File: src/rtl/fetch_pkg.sv
// rtl/fetch_pkg.sv - shared types and constants for the instruction fetch stage
package fetch_pkg;

  typedef enum logic [1:0] {
    IDLE  = 2'd0,
    FETCH = 2'd1,
    DRAIN = 2'd2
  } fetch_state_e;

  localparam logic [31:0] NOP_WORD             = 32'h0000_0000;
  localparam logic [31:0] DEFAULT_RESET_VECTOR = 32'h0000_18C0;

endpackage

File: src/rtl/fetch_fifo.sv
// rtl/fetch_fifo.sv - DEPTH-entry synchronous FIFO holding {instruction, address} pairs
module fetch_fifo #(
  parameter int DEPTH = 2,
  parameter int WIDTH = 64,
  localparam int PTR_W = $clog2(DEPTH),
  localparam int CNT_W = $clog2(DEPTH) + 1
) (
  input  logic             clock,
  input  logic             resetN,
  input  logic             push,
  input  logic             pop,
  input  logic             clear,
  input  logic [WIDTH-1:0] wdata,
  output logic [WIDTH-1:0] rdata,
  output logic [CNT_W-1:0] count,
  output logic             empty,
  output logic             full
);

  logic [WIDTH-1:0] mem_q [DEPTH];
  logic [PTR_W-1:0] wr_ptr_q, rd_ptr_q;
  logic [CNT_W-1:0] count_q;
  logic             do_push, do_pop;

  assign empty   = (count_q == '0);
  assign full    = (count_q == CNT_W'(DEPTH));
  assign do_pop  = pop && !empty;
  assign do_push = push && (!full || do_pop);
  assign count   = count_q;
  // Empty FIFO presents zeros so the head is defined out of reset
  assign rdata   = empty ? '0 : mem_q[rd_ptr_q];

  always_ff @(posedge clock or negedge resetN) begin
    if (!resetN) begin
      wr_ptr_q <= '0;
      rd_ptr_q <= '0;
      count_q  <= '0;
    end else if (clear) begin
      wr_ptr_q <= '0;
      rd_ptr_q <= '0;
      count_q  <= '0;
    end else begin
      if (do_push) wr_ptr_q <= wr_ptr_q + PTR_W'(1);
      if (do_pop)  rd_ptr_q <= rd_ptr_q + PTR_W'(1);
      count_q <= count_q + CNT_W'(do_push) - CNT_W'(do_pop);
    end
  end

  always_ff @(posedge clock) begin
    if (do_push && !clear) mem_q[wr_ptr_q] <= wdata;
  end

endmodule

File: src/rtl/fetch_stage.sv
// rtl/fetch_stage.sv - single-outstanding instruction fetch FSM with decode FIFO
// Optional wait-timeout and sticky fault enabled by FETCH_TIMEOUT_EN.
module fetch_stage
  import fetch_pkg::*;
#(
  parameter logic [31:0] RESET_VECTOR = DEFAULT_RESET_VECTOR,
  parameter int          FIFO_DEPTH   = 2,
  parameter int          MAX_WAIT     = 15
) (
  input  logic        clock,
  input  logic        resetN,
  input  logic [31:0] pcAddress,
  input  logic        flush,
  input  logic        stall,
  output logic        imemReq,
  output logic [31:0] imemAddr,
  input  logic        imemReady,
  input  logic [31:0] imemData,
  output logic [31:0] instruction,
  output logic [31:0] instrAddress,
  output logic        instrValid,
  output logic        pcHold,
  output logic        fetchFault
);

  localparam int CNT_W = $clog2(FIFO_DEPTH) + 1;

  if ((FIFO_DEPTH < 2) || ((FIFO_DEPTH & (FIFO_DEPTH - 1)) != 0) || (MAX_WAIT < 1)) begin : g_cfg_check
    $error("fetch_stage: FIFO_DEPTH must be a power of two >= 2 and MAX_WAIT >= 1");
  end

  fetch_state_e     state_q, state_d;
  logic [31:0]      addr_q, addr_d;
  logic             push, fetch_done, timeout_hit;
  logic             fifo_pop, fifo_empty, fifo_full;
  logic [CNT_W-1:0] fifo_count;
  logic [63:0]      push_data, head;

  always_comb begin
    state_d    = state_q;
    addr_d     = addr_q;
    imemReq    = 1'b0;
    push       = 1'b0;
    fetch_done = 1'b0;
    case (state_q)
      IDLE: begin
        if ((fifo_count < CNT_W'(FIFO_DEPTH)) && !flush) begin
          addr_d  = pcAddress;
          state_d = FETCH;
        end
      end
      FETCH: begin
        imemReq = 1'b1;
        if (imemReady) begin
          state_d = IDLE;
          if (!flush) begin
            push       = 1'b1;
            fetch_done = 1'b1;
          end
        end else if (flush) begin
          state_d = DRAIN;
        end else if (timeout_hit) begin
          imemReq    = 1'b0;
          push       = 1'b1;
          fetch_done = 1'b1;
          state_d    = IDLE;
        end
      end
      DRAIN: begin
        // Memory still owes a response to the abandoned address; swallow it
        imemReq = 1'b1;
        if (imemReady || timeout_hit) state_d = IDLE;
      end
      default: state_d = IDLE;
    endcase
  end

  always_ff @(posedge clock or negedge resetN) begin
    if (!resetN) begin
      state_q <= IDLE;
      addr_q  <= RESET_VECTOR;
    end else begin
      state_q <= state_d;
      addr_q  <= addr_d;
    end
  end

`ifdef FETCH_TIMEOUT_EN
  localparam int WAIT_W = $clog2(MAX_WAIT + 1);

  logic [WAIT_W-1:0] wait_q, wait_d;
  logic              fault_q, fault_d;

  assign timeout_hit = (state_q != IDLE) && (wait_q == WAIT_W'(MAX_WAIT));

  always_comb begin
    wait_d  = wait_q;
    fault_d = fault_q;
    if ((state_q == IDLE) || (state_d != state_q)) wait_d = '0;
    else if (!timeout_hit)                         wait_d = wait_q + WAIT_W'(1);
    if (flush) fault_d = 1'b0;
    else if ((state_q == FETCH) && timeout_hit && !imemReady) fault_d = 1'b1;
  end

  always_ff @(posedge clock or negedge resetN) begin
    if (!resetN) begin
      wait_q  <= '0;
      fault_q <= 1'b0;
    end else begin
      wait_q  <= wait_d;
      fault_q <= fault_d;
    end
  end

  assign fetchFault = fault_q;
`else
  assign timeout_hit = 1'b0;
  assign fetchFault  = 1'b0;
`endif

  assign push_data = {(imemReady ? imemData : NOP_WORD), addr_q};
  assign fifo_pop  = !fifo_empty && !stall;

  fetch_fifo #(
    .DEPTH (FIFO_DEPTH),
    .WIDTH (64)
  ) u_fifo (
    .clock  (clock),
    .resetN (resetN),
    .push   (push),
    .pop    (fifo_pop),
    .clear  (flush),
    .wdata  (push_data),
    .rdata  (head),
    .count  (fifo_count),
    .empty  (fifo_empty),
    .full   (fifo_full)
  );

  assert property (@(posedge clock) disable iff (!resetN) !(push && fifo_full && !fifo_pop));

  assign imemAddr     = addr_q;
  assign instruction  = head[63:32];
  assign instrAddress = head[31:0];
  assign instrValid   = !fifo_empty;
  assign pcHold       = !fetch_done;

endmodule

File: config.mk
export PLATFORM = sky130hd
export DESIGN_NAME = fetch_stage
export DESIGN_NICKNAME = d
export VERILOG_FILES = /design/src/rtl/fetch_pkg.sv /design/src/rtl/fetch_fifo.sv /design/src/rtl/fetch_stage.sv
export SDC_FILE = /design/constraint.sdc
export NUM_CORES = 1
export LEC_CHECK = 0
export ABC_AREA = 1
export BUFFER_PORTS_ARGS = -buffer_cell sky130_fd_sc_hd__buf_2
export CAP_MARGIN = 10
export CORE_MARGIN = 2
export CORE_UTILIZATION = 38
export CTS_BUF_LIST = sky130_fd_sc_hd__clkbuf_4
export CTS_CLUSTER_SIZE = 10
export DETAILED_ROUTE_END_ITERATION = 10
export GPL_ROUTABILITY_DRIVEN = 0
export PLACE_DENSITY = 0.71
export SLEW_MARGIN = 20
export SYNTH_ARGS = -nofsm -noshare
export SYNTH_HDL_FRONTEND = slang
export SYNTH_SLANG_ARGS = --single-unit
File: constraint.sdc
create_clock -name clock -period 4.4 [get_ports clock]
set_input_delay 0.88 -clock clock [delete_from_list [all_inputs] [get_ports clock]]
set_output_delay 0.88 -clock clock [all_outputs]
set_load 0.02 [all_outputs]
==> qor.yml <==
detailed_routing:
  totalWireLength_mm: 15.1
  dr.first_iter.drc_count: 255
  detail_route.drc_violations: 0
  vias: 4671
  drt-wirelength-per-cell_um: 14.8
  detail_route.first_pass.iterations: 6
  route.antenna.remaining_nets: 0
  detail_route.vias_per_cell: 4.59
place:
  placed_cells: 984
  total_of_buffers_placed_on_input_and_output_ports: 167
  post-dp-hpwl_mm: 9.65
  placedInstanceArea_um2: 7900
cts:
  tritoncts: "built"
  postCtsSetupRepairBufs: 0
  worstSkewPairLatency_ns: 0.53
  clock-root-buffer: "clkbuf_4"
  ctsHoldBuffers: 0
  ctsHtreeMaxLevel: 4
  cts.path.max_buffers: 2
  cts_repair_resize_count: 0
  clock-sinks: 166
  clk_pin_slew_worst_paths_ns: 0.14
  cts_made_buffers: 17
timing:
  timing.final.setup_violations: 0
  fmaxAchievable_ghz: 0.308
  final_hold_viol_count: 0
  final.min_clock_period_ns: 3.25
  max_slew_margin_pct: 39.8
  holdWs_ns: 0.460
  tns_ns: 0
  finalCritPeriodShare_pct: 73.8
  setup_repair_after_global_routing_missed_its_margin: "no"
  final.setup_skew_ns: 0.0162
  actual_slew_at_the_worst_max_slew_pin_ns: 0.902
  final_max_slew_viol_count: 0
synthesis:
  synthDominantCellAreaShare_pct: 53.7
  synth_sequential_area_ratio_pct: 67.0
  synth-seq-cells: 166
  netlist-cell-type-count: 21
  synthesized_nets: 716
  synthesized_area_fraction_occupied_by_ao_oa_aoi_and_oai_cells_pct: 6.73
  synthesis.yosys.warnings: 0
  postSynthCellCount: 642
  xor_xnor_cell_area_share_of_the_yosys_netlist_pct: 0
  synth.cell_area_um2: 7160
  yosys-top-cells-area: "edfxtp_1 54%, nand2_1 12%, dfrtp_1 12%, a21oi_2 4.8%, buf_4 4.1%"
  postSynthAreaPerCell_um2: 11.2
  post-synth-top-area-cell: "edfxtp_1"
  synth-simple-area-share_pct: 16.1
  synth.area.mux_share_pct: 0
  main_combinational_cell_family_by_area_after_synthesis: "simple AND/OR/NAND/NOR gates"
  adder_and_majority_gate_portion_of_the_synthesized_area_pct: 0.874
floorplanning:
  floorplan.die_area_um2: 20000
  initial_utilization_pct: 38.5
  chipWidth_um: 141
  num_io_pins: 169
  core_area_um2: 18600
  chipHeight_um: 141
  rows: 50
outcome:
  outcome: "completed"
global_routing:
  grt_pass1_vias: 4402
  first_pass_grt_wire_length_mm: 23.0
  track_usage_pct: 15.2
  largest_net_degree_at_the_start_of_global_routing: 66
  total_overflow_reported_by_the_global_router: 0
  antenna_found_initial: 1
final_layout:
  postLayoutCellArea_um2: 8190
  nets: 843
  proportion_of_layout_cells_with_a_drive_suffix_above_1_pct: 32.9
  finalNonFillerCells: 1017
  syn_to_final_growth_pct: 14.4
critical_path:
  critical_path.max_stage_delay_ns: 0.62
  required_ns: 3.52
  critical_path_peak_fanout: 47
  worst_path_max_delay_cell: "inv_2"
  path_cells: "inv_2, buf_4, nand2_1, a21oi_1, buf_2"
  timing_worst_setup_path_type: "register to output port"
  cp.arrival_ns: 2.37
  critPathLaunchType: "register"
  setup_crit_end_kind: "output port"
pwr:
  peakVddDrop_mv: 0.278
  power.total_mw: 4.30
  power_density_nw_per_um2: 525
  cellLeakagePower_nw: 3.74
job:
  maxCapViolCount: 0
min_path:
  hold_path.class: "input pin to asynchronous set/reset pin"
[synthesized netlist by cell type]
cell type,count
ha_1,5
buf_6,8
nand2_4,1
nor3_1,1
dfstp_2,4
buf_4,39
inv_1,46
nand3_1,35
nor2_2,2
nor2_4,1
a21oi_1,25
a21oi_2,39
nand4_1,2
edfxtp_1,128
nand2_1,238
conb_1,1
clkbuf_1,2
buf_2,19
dfrtp_1,34
nor2_1,9
o21ai_0,3
[path summary, 6_finish.rpt]
kind	startpoint	cells after the start	slack, ns	endpoint
max reg2reg	state_q[1]$_DFFE_PN0P_	7	2.13	u_fifo.mem_q[1][55]$_DFFE_PP_
max in group asynchronous	resetN	1	3.34	u_fifo.rd_ptr_q$_DFFE_PN0P_
min	resetN	1	0.46	imemAddr[10]$_DFFE_PN0P_
min reg2reg	imemAddr[12]$_DFFE_PN1P_	2	0.50	imemAddr[12]$_DFFE_PN1P_
min in group clock	imemAddr[12]$_DFFE_PN1P_	2	0.50	imemAddr[12]$_DFFE_PN1P_
max	u_fifo.rd_ptr_q$_DFFE_PN0P_	5	1.15	instruction[18]
[cell usage in the layout, fill, tap and decap left out, types with 2 or more instances in the layout]
master / netlist / routed
a21oi_2: 39 / 39
bufinv_16: 0 / 2
clkinvlp_4: 0 / 3
clkinv_2: 0 / 2
ha_1: 5 / 5
inv_6: 0 / 3
clkinv_4: 0 / 2
edfxtp_1: 128 / 128
nand2_1: 238 / 238
a21oi_1: 25 / 25
dfstp_2: 4 / 4
dfrtp_1: 34 / 33
buf_4: 39 / 8
inv_1: 46 / 45
nor2_4: 1 / 4
nor2_1: 9 / 8
clkbuf_4: 0 / 18
o21ai_0: 3 / 3
nand3_1: 35 / 35
buf_2: 19 / 167
nand4_1: 2 / 2
[final cells by class]
class / instances / area (um^2)
antenna: 1 / 2.50
clock buffer: 18 / 135
clock inverter: 14 / 151
fill: 1742 / 10400
inverter: 46 / 173
multi-input combinational: 362 / 1720
sequential: 166 / 4800
tap: 234 / 293
timing repair buffer: 176 / 916
[per-stage QoR]
step	utilization, %	setup slack [ns]
after floorplan	-	1.01
after global placement	42.5	1.52
after detailed placement	42.5	1.50
after CTS	44.1	1.01
after global routing	44.1	0.825
final	44.1	1.15
[critical path: cells and delay by family, from the launching register on]
family	cells	cell delay, ns
flops	1	0.43
buf+inv	3	1.17
simple gates	1	0.08
compound gates	1	0.14
[power by group]
| part | internal (mW) | switching (mW) | total [mW] |
|---|---|---|---|
| clock | 0.350 | 0.534 | 0.884 |
| sequential | 2.05 | 0.186 | 2.24 |
| combinational | 0.345 | 0.837 | 1.18 |
| total | 2.75 | 1.56 | 4.30 |
[cells by family (layout without fill, tap and decap cells)]
logic type / Yosys count / count (layout)
buffers and inverters: 114 / 254
AO/OA/AOI/OAI: 67 / 67
other: 1 / 2
AND/OR/NAND/NOR: 289 / 289
flip-flops: 166 / 166
adder cells (fa/ha/maj): 5 / 5
[flip-flops by register name, indices dropped and copies added, names as in the netlist]
name / flops
u_fifo.count: 2
u_fifo.mem_q: 128
state_q: 2
u_fifo.rd_ptr_q: 1
imemAddr: 32
u_fifo.wr_ptr_q: 1
[layer usage]
layer | GRT usage [%] | wire length [um] | vias to the layer above
met4 | 5.16 | 147 | 0
met1 | 18.4 | 6330 | 2228
met2 | 26.4 | 7870 | 105
met3 | 4.05 | 711 | 10
met5 | 0 | 0 | -
li1 | - | - | 2328
Power figures use the tool's default switching activity.
